[src/rtl/blockstacker_pkg.sv]
// Shared definitions for the block stacker datapath: screen and block
// geometry, the colour type, and the block drawer state encoding.
package blockstacker_pkg;

    localparam int SCREEN_W = 160;
    localparam int SCREEN_H = 120;
    localparam int BLOCK_W  = 4;
    localparam int BLOCK_H  = 4;

    localparam int X_W = 8;
    localparam int Y_W = 7;

    typedef logic [2:0] colour_t;
    localparam colour_t COLOUR_BLACK = 3'b000;

    typedef enum logic [1:0] {
        IDLE,
        DRAW,
        DONE
    } drawer_state_t;

endpackage

[src/rtl/block_drawer_if.sv]
// Request/pixel bus between the x/y/colour load stage (master) and the
// block drawer (slave). The pixel side feeds the VGA adapter write port.
interface block_drawer_if;
    import blockstacker_pkg::*;

    logic                start;
    logic [X_W-1:0]      x_in;
    logic [Y_W-1:0]      y_in;
    colour_t             colour_in;

    logic                ready;
    logic [X_W-1:0]      x_out;
    logic [Y_W-1:0]      y_out;
    colour_t             colour_out;
    logic                plot;
    logic                done;

    modport master (
        output start, x_in, y_in, colour_in,
        input  ready, x_out, y_out, colour_out, plot, done
    );

    modport slave (
        input  start, x_in, y_in, colour_in,
        output ready, x_out, y_out, colour_out, plot, done
    );

endinterface

[src/rtl/block_pixel_counter.sv]
// Row-major cx/cy counter over a BLOCK_W x BLOCK_H block. Exposes the
// coordinates the counter will hold after the next enabled step, so the
// drawer can register the matching pixel in the same edge, plus 'last'
// while the counter sits on the final pixel.
module block_pixel_counter #(
    parameter int BLOCK_W = 4,
    parameter int BLOCK_H = 4,
    parameter int CXW     = (BLOCK_W > 1) ? $clog2(BLOCK_W) : 1,
    parameter int CYW     = (BLOCK_H > 1) ? $clog2(BLOCK_H) : 1
) (
    input  logic           clk,
    input  logic           reset,
    input  logic           clear,
    input  logic           en,
    output logic [CXW-1:0] nx,
    output logic [CYW-1:0] ny,
    output logic           last
);

    logic [CXW-1:0] cx;
    logic [CYW-1:0] cy;
    logic           col_wrap;
    logic           row_end;

    // Next coordinate: column wraps at BLOCK_W-1 and carries into the row.
    always_comb begin
        col_wrap = (cx == CXW'(BLOCK_W - 1));
        row_end  = (cy == CYW'(BLOCK_H - 1));
        nx       = col_wrap ? '0 : cx + 1'b1;
        ny       = cy;
        if (col_wrap) begin
            ny = row_end ? '0 : cy + 1'b1;
        end
        last     = col_wrap && row_end;
    end

    // Counter state; clear wins over enable so the block always starts at (0,0).
    always_ff @(posedge clk) begin
        if (!reset || clear) begin
            cx <= '0;
            cy <= '0;
        end else if (en) begin
            cx <= nx;
            cy <= ny;
        end
    end

endmodule

[src/rtl/block_drawer.sv]
// Block drawer: latches an origin and colour on start, then rasters a
// BLOCK_W x BLOCK_H square one pixel per clock into the VGA write port and
// pulses done afterwards. All outputs are registered.
// Optional feature: define BLOCK_DRAWER_CLIP_EN to suppress plot for pixels
// that fall outside SCREEN_W x SCREEN_H (the cycle is still spent).
module block_drawer
    import blockstacker_pkg::*;
#(
    parameter int BLOCK_W  = blockstacker_pkg::BLOCK_W,
    parameter int BLOCK_H  = blockstacker_pkg::BLOCK_H,
    parameter int SCREEN_W = blockstacker_pkg::SCREEN_W,
    parameter int SCREEN_H = blockstacker_pkg::SCREEN_H
) (
    input  logic          clk,
    input  logic          reset,
    block_drawer_if.slave bus
);

    localparam int CXW = (BLOCK_W > 1) ? $clog2(BLOCK_W) : 1;
    localparam int CYW = (BLOCK_H > 1) ? $clog2(BLOCK_H) : 1;

`ifdef BLOCK_DRAWER_CLIP_EN
    localparam bit CLIP_ON = 1'b1;
`else
    localparam bit CLIP_ON = 1'b0;
`endif

    drawer_state_t  state, state_nx;

    logic [X_W-1:0] x0;
    logic [Y_W-1:0] y0;
    colour_t        c0;

    logic [CXW-1:0] nx;
    logic [CYW-1:0] ny;
    logic           last;

    logic [X_W-1:0] base_x;
    logic [Y_W-1:0] base_y;
    colour_t        base_c;
    logic [CXW-1:0] off_x;
    logic [CYW-1:0] off_y;
    logic [X_W:0]   x_sum;
    logic [Y_W:0]   y_sum;
    logic           on_screen;
    logic           in_view;

    logic           ready_d, plot_d, done_d;
    logic [X_W-1:0] x_d;
    logic [Y_W-1:0] y_d;
    colour_t        colour_d;

    block_pixel_counter #(
        .BLOCK_W (BLOCK_W),
        .BLOCK_H (BLOCK_H),
        .CXW     (CXW),
        .CYW     (CYW)
    ) u_cnt (
        .clk   (clk),
        .reset (reset),
        .clear (state != DRAW),
        .en    (state == DRAW),
        .nx    (nx),
        .ny    (ny),
        .last  (last)
    );

    // State register.
    always_ff @(posedge clk) begin
        if (!reset) begin
            state <= IDLE;
        end else begin
            state <= state_nx;
        end
    end

    // Next state, plus the pixel that will be presented next cycle. In IDLE
    // the first pixel comes straight from the inputs since the origin latch
    // only updates at the same edge.
    always_comb begin
        state_nx = state;
        unique case (state)
            IDLE:    if (bus.start) state_nx = DRAW;
            DRAW:    if (last)      state_nx = DONE;
            DONE:                   state_nx = IDLE;
            default:                state_nx = IDLE;
        endcase

        base_x = (state == IDLE) ? bus.x_in      : x0;
        base_y = (state == IDLE) ? bus.y_in      : y0;
        base_c = (state == IDLE) ? bus.colour_in : c0;
        off_x  = (state == IDLE) ? '0 : nx;
        off_y  = (state == IDLE) ? '0 : ny;

        // Sums are one bit wider so clipping sees the true coordinate; the
        // outputs drop the top bit and wrap.
        x_sum     = {1'b0, base_x} + (X_W+1)'(off_x);
        y_sum     = {1'b0, base_y} + (Y_W+1)'(off_y);
        on_screen = (x_sum < (X_W+1)'(SCREEN_W)) && (y_sum < (Y_W+1)'(SCREEN_H));
        in_view   = !CLIP_ON || on_screen;

        ready_d  = (state_nx == IDLE);
        done_d   = (state_nx == DONE);
        plot_d   = (state_nx == DRAW) && in_view;
        x_d      = (state_nx == DRAW) ? x_sum[X_W-1:0] : '0;
        y_d      = (state_nx == DRAW) ? y_sum[Y_W-1:0] : '0;
        colour_d = (state_nx == DRAW) ? base_c : COLOUR_BLACK;
    end

    // Origin/colour latch; only a start seen while ready is taken.
    always_ff @(posedge clk) begin
        if (!reset) begin
            x0 <= '0;
            y0 <= '0;
            c0 <= COLOUR_BLACK;
        end else if (state == IDLE && bus.start) begin
            x0 <= bus.x_in;
            y0 <= bus.y_in;
            c0 <= bus.colour_in;
        end
    end

    // Registered outputs to the VGA adapter and the upstream handshake.
    always_ff @(posedge clk) begin
        if (!reset) begin
            bus.ready      <= 1'b1;
            bus.plot       <= 1'b0;
            bus.done       <= 1'b0;
            bus.x_out      <= '0;
            bus.y_out      <= '0;
            bus.colour_out <= COLOUR_BLACK;
        end else begin
            bus.ready      <= ready_d;
            bus.plot       <= plot_d;
            bus.done       <= done_d;
            bus.x_out      <= x_d;
            bus.y_out      <= y_d;
            bus.colour_out <= colour_d;
        end
    end

endmodule

[src/flat_wrapper.sv]
// flat-port wrapper written by rule: the top's interface ports become plain ports
module block_drawer_flat import blockstacker_pkg::*;
#(
    parameter int BLOCK_W  = blockstacker_pkg::BLOCK_W,
    parameter int BLOCK_H  = blockstacker_pkg::BLOCK_H,
    parameter int SCREEN_W = blockstacker_pkg::SCREEN_W,
    parameter int SCREEN_H = blockstacker_pkg::SCREEN_H
)
  (clk, reset, bus_start, bus_x_in, bus_y_in, bus_colour_in, bus_ready, bus_x_out, bus_y_out, bus_colour_out, bus_plot, bus_done);
  block_drawer_if bus_i ();
  input  logic clk;
  input  logic reset;
  input wire logic [$bits(bus_i.start)-1:0] bus_start;
  input wire logic [$bits(bus_i.x_in)-1:0] bus_x_in;
  input wire logic [$bits(bus_i.y_in)-1:0] bus_y_in;
  input wire logic [$bits(bus_i.colour_in)-1:0] bus_colour_in;
  output wire logic [$bits(bus_i.ready)-1:0] bus_ready;
  output wire logic [$bits(bus_i.x_out)-1:0] bus_x_out;
  output wire logic [$bits(bus_i.y_out)-1:0] bus_y_out;
  output wire logic [$bits(bus_i.colour_out)-1:0] bus_colour_out;
  output wire logic [$bits(bus_i.plot)-1:0] bus_plot;
  output wire logic [$bits(bus_i.done)-1:0] bus_done;
  assign bus_i.start = bus_start;
  assign bus_i.x_in = bus_x_in;
  assign bus_i.y_in = bus_y_in;
  assign bus_i.colour_in = bus_colour_in;
  assign bus_ready = bus_i.ready;
  assign bus_x_out = bus_i.x_out;
  assign bus_y_out = bus_i.y_out;
  assign bus_colour_out = bus_i.colour_out;
  assign bus_plot = bus_i.plot;
  assign bus_done = bus_i.done;
  block_drawer #(.BLOCK_W(BLOCK_W), .BLOCK_H(BLOCK_H), .SCREEN_W(SCREEN_W), .SCREEN_H(SCREEN_H)) u_core (.clk(clk), .reset(reset), .bus(bus_i));
endmodule
[config.mk]
export PLATFORM = sky130hd
export DESIGN_NAME = block_drawer_flat
export DESIGN_NICKNAME = d
export VERILOG_FILES = /design/src/rtl/blockstacker_pkg.sv /design/src/rtl/block_drawer_if.sv /design/src/rtl/block_pixel_counter.sv /design/src/rtl/block_drawer.sv /design/src/flat_wrapper.sv
export SDC_FILE = /design/constraint.sdc
export NUM_CORES = 1
export LEC_CHECK = 0
export CORE_MARGIN = 2
export CORE_UTILIZATION = 45
export DETAILED_ROUTE_END_ITERATION = 10
export PLACE_DENSITY_LB_ADDON = 0.1
export SLEW_MARGIN = 10
export SYNTH_ARGS = -nofsm -noshare
export SYNTH_HDL_FRONTEND = slang
export SYNTH_SLANG_ARGS = --single-unit
[constraint.sdc]
create_clock -name clk -period 3.5 [get_ports clk]
set_input_delay 0.525 -clock clk [delete_from_list [all_inputs] [get_ports clk]]
set_output_delay 0.525 -clock clk [all_outputs]
set_load 0.005 [all_outputs]
==> metrics.cfg, run 1 <==
[die]
chipHeight_um = 71.9
fp.dieW_um = 71.9
core-area_sq_um = 4380
io_pins = 42
floorplan.initialDensity_pct = 47.3
rows = 24
die-area_sq_um = 5170

[placement]
io_buffers = 41
globalplace.congestion = 0.903
preCtsSetupSlack_ns = 0.946
dp_hpwl_um = 3030
dpl_cell_area_sq_um = 2510

[flow_run]
max_cap_viol_count = 0

[drt]
detail-route-antenna-nets = 0
drc_errors = 0
viasPerCell = 5.17
drtIter0Drc = 73
vias = 1664
routed_wl_um = 4260
wl_per_cell_um = 13.2
first_pass_iters = 4

[pwr]
clockPowerShare_pct = 32.0
p_int_mw = 0.786
p_leak_nw = 1.05
p_switching_mw = 0.264
combPwrFrac_pct = 15.2
cellPowerDensity_nw_per_um2 = 402
seq_power_share_pct = 52.8
peakVddDrop_mv = 0.274
switching_share_pct = 25.1
finalPower_mw = 1.05

[worst_setup_path]
critPathMaxFanout = 20
path_class = register to register
r2r_slack_ns = 0.91
crit_path_end_kind = register
arrival_ns = 2.75
start_kind = register
critical_path.startpoint = u_core.state[0]
required_ns = 3.65
reg2reg_from = u_core.state[0]

[yosys]
synth_area_sq_um = 2070
synth_mux_area_share_pct = 7.06
synth_top_family_by_area = simple AND/OR/NAND/NOR gates
postSynthCellCount = 229
post_synth.cell_area_avg_sq_um = 9.06
yosys.area_share.adder_pct = 6.15
synthDominantCellAreaShare_pct = 43.4
yosys_warnings = 0
ys_seq_area_share_pct = 43.4
synth_compound_area_share_pct = 16.3
synth_area_leaders = dfxtp_1 (43%), nand2_1 (8.9%), a21boi_0 (4.7%)
synth_top_area_cell = dfxtp_1
synth.distinct_cells = 39
ys_ff_latch = 45
syn_nets = 259
synth-simple-area-share_pct = 20.2
synth_xor_area_share_pct = 2.53

[grt]
grt_overflow_total = 0
grt_max_degree = 21
grt_pass1_vias = 1558
grt_pass1_wl_um = 7310
grtUsageTotal_pct = 18.0
antenna_found_initial = 0

[timing]
drv_slew = 0
fmax_mhz = 386
relSlewSlack_pct = 47.0
finalSetupViolCount = 0
rsz0062_at_grt = false
fin_crit_sh_pct = 74.0
finClkSkew_ns = 0.00630
finalCriticalPeriod_ns = 2.59
tightestPinTransition_ns = 0.793
hold_viol_final = 0
fin_ws_ns = 0.909
fin_tns_setup_ns = 0

[clock_network]
cts_tree = done
clk_path_buf_depth = 2
cts_root_buffer = clkbuf_8
path_clk_slew_ns = 0.09
post_cts_resized = 0
cts_buffers = 5
h-tree-depth = 2
cts.sinks = 45
clk_latency_ns = 0.29
ctsHoldBuffers = 0
cts_setup_buffers = 0

[outcome]
status = finished, final reports clean

[worst_hold_path]
worstHoldPathType = register to register
hp-start = u_core.y0[0]

[final_layout]
final_cell_mix = nand2_1 (49), dfxtp_1 (45), clkdlybuf4s50_1 (41)
final_area_sq_um = 2610
diodes = 0
drive_gt1_share_pct = 8.15
nNetsFinal = 299
syn2layout_area_growth_pct = 25.7
final_common_cell = nand2_1

## Yosys cell counts
cell type   n
nand2_1    49
dfxtp_1    45
nor2_1     15
a21boi_0   13
a21oi_1    13
mux2i_1     9
ha_1        7
a21boi_1    6
and2_1      6
buf_2       6
inv_1       6
mux2_2      5
o21ai_0     5
xor2_1      4
nand3_1     3
nor3_1      3
or3b_1      3
buf_4       2
clkbuf_1    2
fa_1        2
nand4_1     2
nand4bb_1   2
nor2b_1     2
o211ai_1    2
o21ai_1     2
xnor2_1     2
a211o_1     1
a21o_1      1
a221oi_1    1
a221oi_4    1
a22oi_1     1
a31o_1      1
and3_1      1
buf_6       1
inv_2       1
nor3b_1     1
nor3b_2     1
o211ai_2    1
or3b_4      1
## path summary, 6_finish.rpt
check	cells past startpoint	to
setup / recovery	8	u_core.bus.y_out[4]
hold / removal	2	u_core.y0[0]
setup reg to reg	8	u_core.bus.y_out[4]
hold reg to reg	2	u_core.y0[0]
## state kept, by name (all words and copies together), names as in the netlist, 2 cells and up
name / flops
u_core.u_cnt.cx: 2
u_core.u_cnt.cy: 2
u_core.bus.y_out: 7
u_core.bus.x_out: 8
u_core.c0: 3
u_core.bus.colour_out: 3
u_core.x0: 8
u_core.y0: 7
u_core.state: 2
## metal layers
metal	global-route usage, %	vias to the layer above	routed length [um]	part of all wire (%)
li1	-	860	-	-
met1	23.9	765	2020	47
met2	29.1	35	2010	47
met3	4.03	4	193	4.5
met4	6.08	0	38	0.89
met5	0	-	0	0
## cell families (layout without fill, tap and decap cells)
family	Yosys count	after routing
AOI/OAI and AO/OA	48	48
buffers and inverters	18	59
DFF	45	45
muxes	14	14
adders and majority gates	9	9
and+or+nand+nor	89	89
xor gates and xnor gates	6	6
## area by class of cell
class                   instances  area [sq um]
well taps                      52          65.1
inverters                       7          26.3
clock buffers                   6          82.6
clock inverters                 2          13.8
flip-flops and latches         45           901
repair buffers                 44           433
multi-input cells             166          1090
fillers                       408          1780
## power by group through the flow
stage,registers (mW),clock network (mW),logic (mW)
4_1_cts,0.555,0.345,0.161
3_5_place_dp,0.566,0,0.160
6_report,0.554,0.335,0.160
5_1_grt,0.558,0.372,0.178
2_1_floorplan,0.563,0,0.0904
3_3_place_gp,0.566,0,0.160
## through the flow
stage          cells  hold slack [ns]  util [%]
3_5_place_dp     314            0.456      57.3
4_1_cts          322            0.470      59.5
2_1_floorplan    229            0.432         -
6_report         322            0.463      59.5
3_3_place_gp     314            0.448      57.3
5_1_grt          322            0.493      59.5
## critical path, cell delays in order, from the launching register on
cell and delay, ns:
dfxtp_1 0.49, nor2_2 0.54, mux2_2 0.27, ha_1 0.18
inv_1 0.06, fa_1 0.40, a21oi_1 0.26, xor2_1 0.19
nor2_1 0.05
Power figures use the tool's default switching activity.
==> inputs of run 2 (changes only) <==
clock period = 2.3 ns   (was 3.5 ns; I/O delays follow)
==> run 2 against run 1 <==
  * Clock power grew 84%
  * Critical path type unchanged
  * Worst setup slack lost 0.71 ns
  * Sequential share of layout area shrank 0.95 points
  * Worst hold slack lost 0.015 ns
  * Fmax grew 24%
  * Clock-buffer cell count grew 1
  * Total power grew 63%
  * Core utilization grew 1.8 points
  * Critical path depth is the same
  * Global-route usage grew 0.26 points
==> metrics.cfg, run 2 (synthesis results as in run 1) <==
[clock_network]
cts_tree = done  ; unchanged
cts_root_buffer = clkbuf_8  ; unchanged
path_clk_slew_ns = 0.08  ; was 0.09 ns
clk_path_buf_depth = 2  ; unchanged
clk_latency_ns = 0.30  ; was 0.29 ns
cts.sinks = 45  ; unchanged
cts_buffers = 5  ; unchanged
h-tree-depth = 2  ; unchanged
cts_setup_buffers = 0  ; unchanged

[final_layout]
fill_cells = 380  ; was 408
largest_registers = u_core.bus.x_out: 8 flops, u_core.x0: 8 flops  ; unchanged
nNetsFinal = 303  ; was 299
diodes = 0  ; unchanged
drive_gt1_share_pct = 10.6  ; was 8.15%
final_area_sq_um = 2690  ; was 2610 sq um
post-route-util_pct = 61.2  ; was 59.5%
final_cell_mix = nand2_1 (49), dfxtp_1 (44), clkdlybuf4s50_1 (41)  ; was nand2_1 (49), dfxtp_1 (45), clkdlybuf4s50_1 (41)
regArea_sq_um = 902  ; was 901 sq um
final_common_cell = nand2_1  ; unchanged
syn2layout_area_growth_pct = 29.4  ; was 25.7%
multi_input_area_sq_um = 1100  ; was 1090 sq um

[pwr]
cellPowerDensity_nw_per_um2 = 638  ; was 402 nW/um^2
peakVddDrop_mv = 0.326  ; was 0.274 mV
p_leak_nw = 1.08  ; was 1.05 nW
finalPower_mw = 1.71  ; was 1.05 mW

[die]
die-area_sq_um = 5170  ; unchanged
floorplan.initialDensity_pct = 47.3  ; unchanged
rows = 24  ; unchanged
core-area_sq_um = 4380  ; unchanged
chipHeight_um = 71.9  ; unchanged
fp.dieW_um = 71.9  ; unchanged
io_pins = 42  ; unchanged

[worst_setup_path]
reg2reg_from = u_core.state[1]  ; was u_core.state[0]
arrival_ns = 2.29  ; was 2.75 ns
r2r_slack_ns = 0.20  ; was 0.91 ns
worst-path-stages = 8  ; unchanged
crit_slowest_cell = fa_1  ; was nor2_2
crit_path_end_kind = register  ; unchanged
critPathBufInv = 1  ; unchanged
max_stage_delay_ns = 0.43  ; was 0.54 ns
ff2ff_path_depth = 8  ; unchanged
path_class = register to register  ; unchanged
cp_top_family = adder cells  ; was simple AND/OR/NAND/NOR gates
crit_chain = nor2_4, mux2_2, ha_1, fa_1, inv_1, a21oi_1, xnor2_1, nor2_1  ; was nor2_2, mux2_2, ha_1, inv_1, fa_1, a21oi_1, xor2_1, nor2_1
start_kind = register  ; unchanged
required_ns = 2.50  ; was 3.65 ns
critPathMaxFanout = 9  ; was 20
r2r-end = u_core.bus.x_out[4]  ; was u_core.bus.y_out[4]

[outcome]
status = finished, final reports clean  ; unchanged

[worst_hold_path]
hold_depth = 1  ; was 2
worstHoldPathType = register to register  ; unchanged
hp-start = u_core.u_cnt.cx[0]  ; was u_core.y0[0]
whs_endpoint = u_core.u_cnt.cx[0]  ; was u_core.y0[0]

[grt]
grt_pass1_wl_um = 7340  ; was 7310 um
antenna_found_initial = 0  ; unchanged
grt_overflow_total = 0  ; unchanged
grt_max_degree = 20  ; was 21
grt_pass1_vias = 1593  ; was 1,558
grtUsageTotal_pct = 18.3  ; was 18.0%

[placement]
preCtsSetupSlack_ns = 0.0365  ; was 0.946 ns
dpl_cell_area_sq_um = 2550  ; was 2510 sq um
io_buffers = 41  ; unchanged
globalplace.congestion = 0.816  ; was 0.903
dp_hpwl_um = 3100  ; was 3030 um

[timing]
fin_tns_setup_ns = 0  ; unchanged
drv_slew = 0  ; unchanged
relSlewSlack_pct = 49.5  ; was 47.0%
fin_ws_ns = 0.204  ; was 0.909 ns
fin_crit_sh_pct = 91.1  ; was 74.0%
hold_viol_final = 0  ; unchanged
rsz0062_at_grt = false  ; unchanged
finalSetupViolCount = 0  ; unchanged
finalCriticalPeriod_ns = 2.10  ; was 2.59 ns
fmax_mhz = 477  ; was 386 MHz
finClkSkew_ns = 0.00616  ; was 0.00630 ns
tightestPinTransition_ns = 0.756  ; was 0.793 ns

[drt]
drc_errors = 0  ; unchanged
vias = 1679  ; was 1,664
viasPerCell = 5.15  ; was 5.17
drtIter0Drc = 87  ; was 73
routed_wl_um = 4350  ; was 4260 um
first_pass_iters = 4  ; unchanged
detail-route-antenna-nets = 0  ; unchanged
wl_per_cell_um = 13.3  ; was 13.2 um

[flow_run]
max_cap_viol_count = 0  ; unchanged

-- run 2: final cells by class --
type                            instances  area share, %
Clock inverter                          1           1.12
Clock buffer                            7           3.22
Tap cell                               52           2.42
Sequential cell                        45           33.6
Inverter                                7          0.979
Multi-Input combinational cell        166           41.0
Timing Repair Buffer                   48           17.7
-- run 2: what timing repair did --
item                       CTS  global route
gates resized for setup      0             5
setup endpoints to repair    0             4
hold buffers                 0             0
-- run 2: how the worst max path moves through the flow --
stage                           to                from
6_report       u_core.bus.x_out[4]     u_core.state[1]
4_1_cts        u_core.bus.y_out[4]  u_core.u_cnt.cx[0]
3_5_place_dp   u_core.bus.y_out[4]  u_core.u_cnt.cx[0]
2_1_floorplan  u_core.bus.x_out[4]     u_core.state[0]
5_1_grt        u_core.bus.y_out[4]  u_core.u_cnt.cx[1]
3_3_place_gp   u_core.bus.x_out[4]     u_core.state[1]
-- run 2: per-stage QoR --
step                      std cells  hold slack [ns]
final                           326            0.448
after global routing            326            0.467
after CTS                       326            0.461
after detailed placement        318            0.449
after global placement          318            0.447
after floorplan                 229            0.432
-- run 2: per-layer routing --
layer  share of wire [%]  routed length (um)  track usage, %
met5                   0                   0               0
met4                 1.4                  61            7.55
met3                 4.5                 196            3.61
met2                  47                2040            31.0
met1                  47                2050            22.8
-- run 2: power by group --
part / total [mW] / internal, mW / switching [mW]
Combinational: 0.259 / 0.139 / 0.120
Clock: 0.615 / 0.354 / 0.261
Sequential: 0.839 / 0.821 / 0.0177
==> inputs of run 3 (changes only) <==
CORE_UTILIZATION = 33   (was 45)
==> run 3 against run 2 <==
  * Critical path depth grew 3
  * Die area grew 34%
  * Non-clock buffer count grew 2
  * Worst hold slack lost 0.0049 ns
  * Cell area grew 1.7%
  * Flip-flop and latch count is the same
  * Clock-buffer cell count is the same
  * Core utilization shrank 16 points
  * Clock power is essentially flat
  * Combinational power grew 2%
  * Final cell count grew 7.7%
==> metrics.cfg, run 3 (synthesis results as in run 1) <==
[outcome]
status = finished, final reports clean  ; unchanged

[worst_setup_path]
crit_path_end_kind = register  ; unchanged
required_ns = 2.46  ; was 2.50 ns
critPathMaxFanout = 4  ; was 9
path_class = register to register  ; unchanged
start_kind = register  ; unchanged
arrival_ns = 2.31  ; was 2.29 ns

[timing]
fin_tns_setup_ns = 0  ; unchanged
fin_ws_ns = 0.150  ; was 0.204 ns
fin_crit_sh_pct = 93.5  ; was 91.1%
finalCriticalPeriod_ns = 2.15  ; was 2.10 ns
relSlewSlack_pct = 51.1  ; was 49.5%
hold_viol_final = 0  ; unchanged
finalSetupViolCount = 0  ; unchanged
tightestPinTransition_ns = 0.731  ; was 0.756 ns
rsz0062_at_grt = true  ; was false
drv_slew = 0  ; unchanged
finClkSkew_ns = 0.00434  ; was 0.00616 ns
fmax_mhz = 465  ; was 477 MHz

[clock_network]
ctsHoldBuffers = 0  ; unchanged
path_clk_slew_ns = 0.08  ; about the same
cts_buffers = 5  ; unchanged
cts.sinks = 45  ; unchanged
cts_tree = done  ; unchanged
h-tree-depth = 2  ; unchanged
clk_path_buf_depth = 2  ; unchanged
cts_root_buffer = clkbuf_8  ; unchanged
clk_latency_ns = 0.30  ; about the same

[worst_hold_path]
worstHoldPathType = register to register  ; unchanged

[grt]
grtUsageTotal_pct = 14.6  ; was 18.3%
antenna_found_initial = 0  ; unchanged
grt_pass1_wl_um = 8090  ; was 7340 um
grt_pass1_vias = 1666  ; was 1,593
grt_max_degree = 20  ; unchanged
grt_overflow_total = 0  ; unchanged

[final_layout]
diodes = 0  ; unchanged
post-route-util_pct = 45.6  ; was 61.2%
largest_registers = u_core.bus.x_out: 8 flops, u_core.x0: 8 flops  ; unchanged
nNetsFinal = 305  ; was 303
final_common_cell = nand2_1  ; unchanged
syn2layout_area_growth_pct = 31.7  ; was 29.4%
drive_gt1_share_pct = 11.2  ; was 10.6%
finalNonFillerCells = 351  ; was 326
final_cell_mix = nand2_1 (49), dfxtp_1 (44), clkdlybuf4s50_1 (41)  ; unchanged
fill_cells = 605  ; was 380

[die]
io_pins = 42  ; unchanged
fp.dieW_um = 83.3  ; was 71.9 um
die-area_sq_um = 6940  ; was 5170 sq um
core-area_sq_um = 5990  ; was 4380 sq um
floorplan.initialDensity_pct = 34.6  ; was 47.3%
rows = 28  ; was 24
chipHeight_um = 83.3  ; was 71.9 um

[placement]
globalplace.congestion = 0.779  ; was 0.816
preCtsSetupSlack_ns = 0.0231  ; was 0.0365 ns
place_inst = 342  ; was 318
dp_hpwl_um = 3350  ; was 3100 um
io_buffers = 41  ; unchanged

[drt]
first_pass_iters = 4  ; unchanged
wl_per_cell_um = 13.5  ; was 13.3 um
drtIter0Drc = 22  ; was 87
vias = 1667  ; was 1,679
detail-route-antenna-nets = 0  ; unchanged
drc_errors = 0  ; unchanged
routed_wl_um = 4730  ; was 4350 um
viasPerCell = 4.75  ; was 5.15

[flow_run]
max_cap_viol_count = 0  ; unchanged

[pwr]
finalPower_mw = 1.72  ; was 1.71 mW
cellPowerDensity_nw_per_um2 = 630  ; was 638 nW/um^2
p_leak_nw = 1.09  ; was 1.08 nW
peakVddDrop_mv = 0.281  ; was 0.326 mV

run 3: metal layers:
| metal | track usage, % | up-vias | share of wire (%) |
|---|---|---|---|
| met5 | 0 | - | 0 |
| met4 | 4.92 | 0 | 1.6 |
| met3 | 3.48 | 7 | 4.0 |
| met2 | 23.5 | 30 | 47 |
| met1 | 19.1 | 762 | 48 |
| li1 | - | 868 | - |
run 3: power by group:
part | internal (mW) | total [mW] | switching, mW
logic | 0.141 | 0.263 | 0.122
clock network | 0.354 | 0.618 | 0.264
registers | 0.821 | 0.839 | 0.0185
total | 1.32 | 1.72 | 0.404
run 3: cell type report:
cell class	count	area, sq um	area share [%]
multi-input cells	166	1100	40.4
well taps	75	93.8	3.44
clock inverters	1	30.0	1.10
clock buffers	7	86.3	3.16
inverters	7	26.3	0.962
flip-flops and latches	45	902	33.0
repair buffers	50	490	18.0
run 3: final timing paths:
kind	end	startpoint	cells past startpoint	slack, ns
worst min-delay path	u_core.u_cnt.cx[0]	u_core.u_cnt.cx[0]	1	0.44
worst min register to register	u_core.u_cnt.cx[0]	u_core.u_cnt.cx[0]	1	0.44
worst max-delay path	u_core.bus.y_out[4]	u_core.u_cnt.cx[0]	11	0.15
worst max register to register	u_core.bus.y_out[4]	u_core.u_cnt.cx[0]	11	0.15
run 3: critical path: stages (launching register included):
cell     delay, ns
dfxtp_2       0.36
ha_2          0.21
inv_1         0.07
nor3_2        0.17
a21oi_1       0.07
nor2_1        0.10
ha_1          0.18
inv_1         0.06
fa_1          0.41
a21oi_2       0.18
xor2_1        0.16
nor2_1        0.05
run 3: metrics by stage:
stage          instance area, sq um  hold slack (ns)
6_report                       2730            0.443
3_3_place_gp                   2590            0.447
3_5_place_dp                   2590            0.447
4_1_cts                        2710            0.459
2_1_floorplan                  2080            0.432
5_1_grt                        2730            0.476
run 3: repair_timing:
item,CTS,global route
buffers inserted,0,1
resized for setup,0,5
setup endpoints to repair,0,5
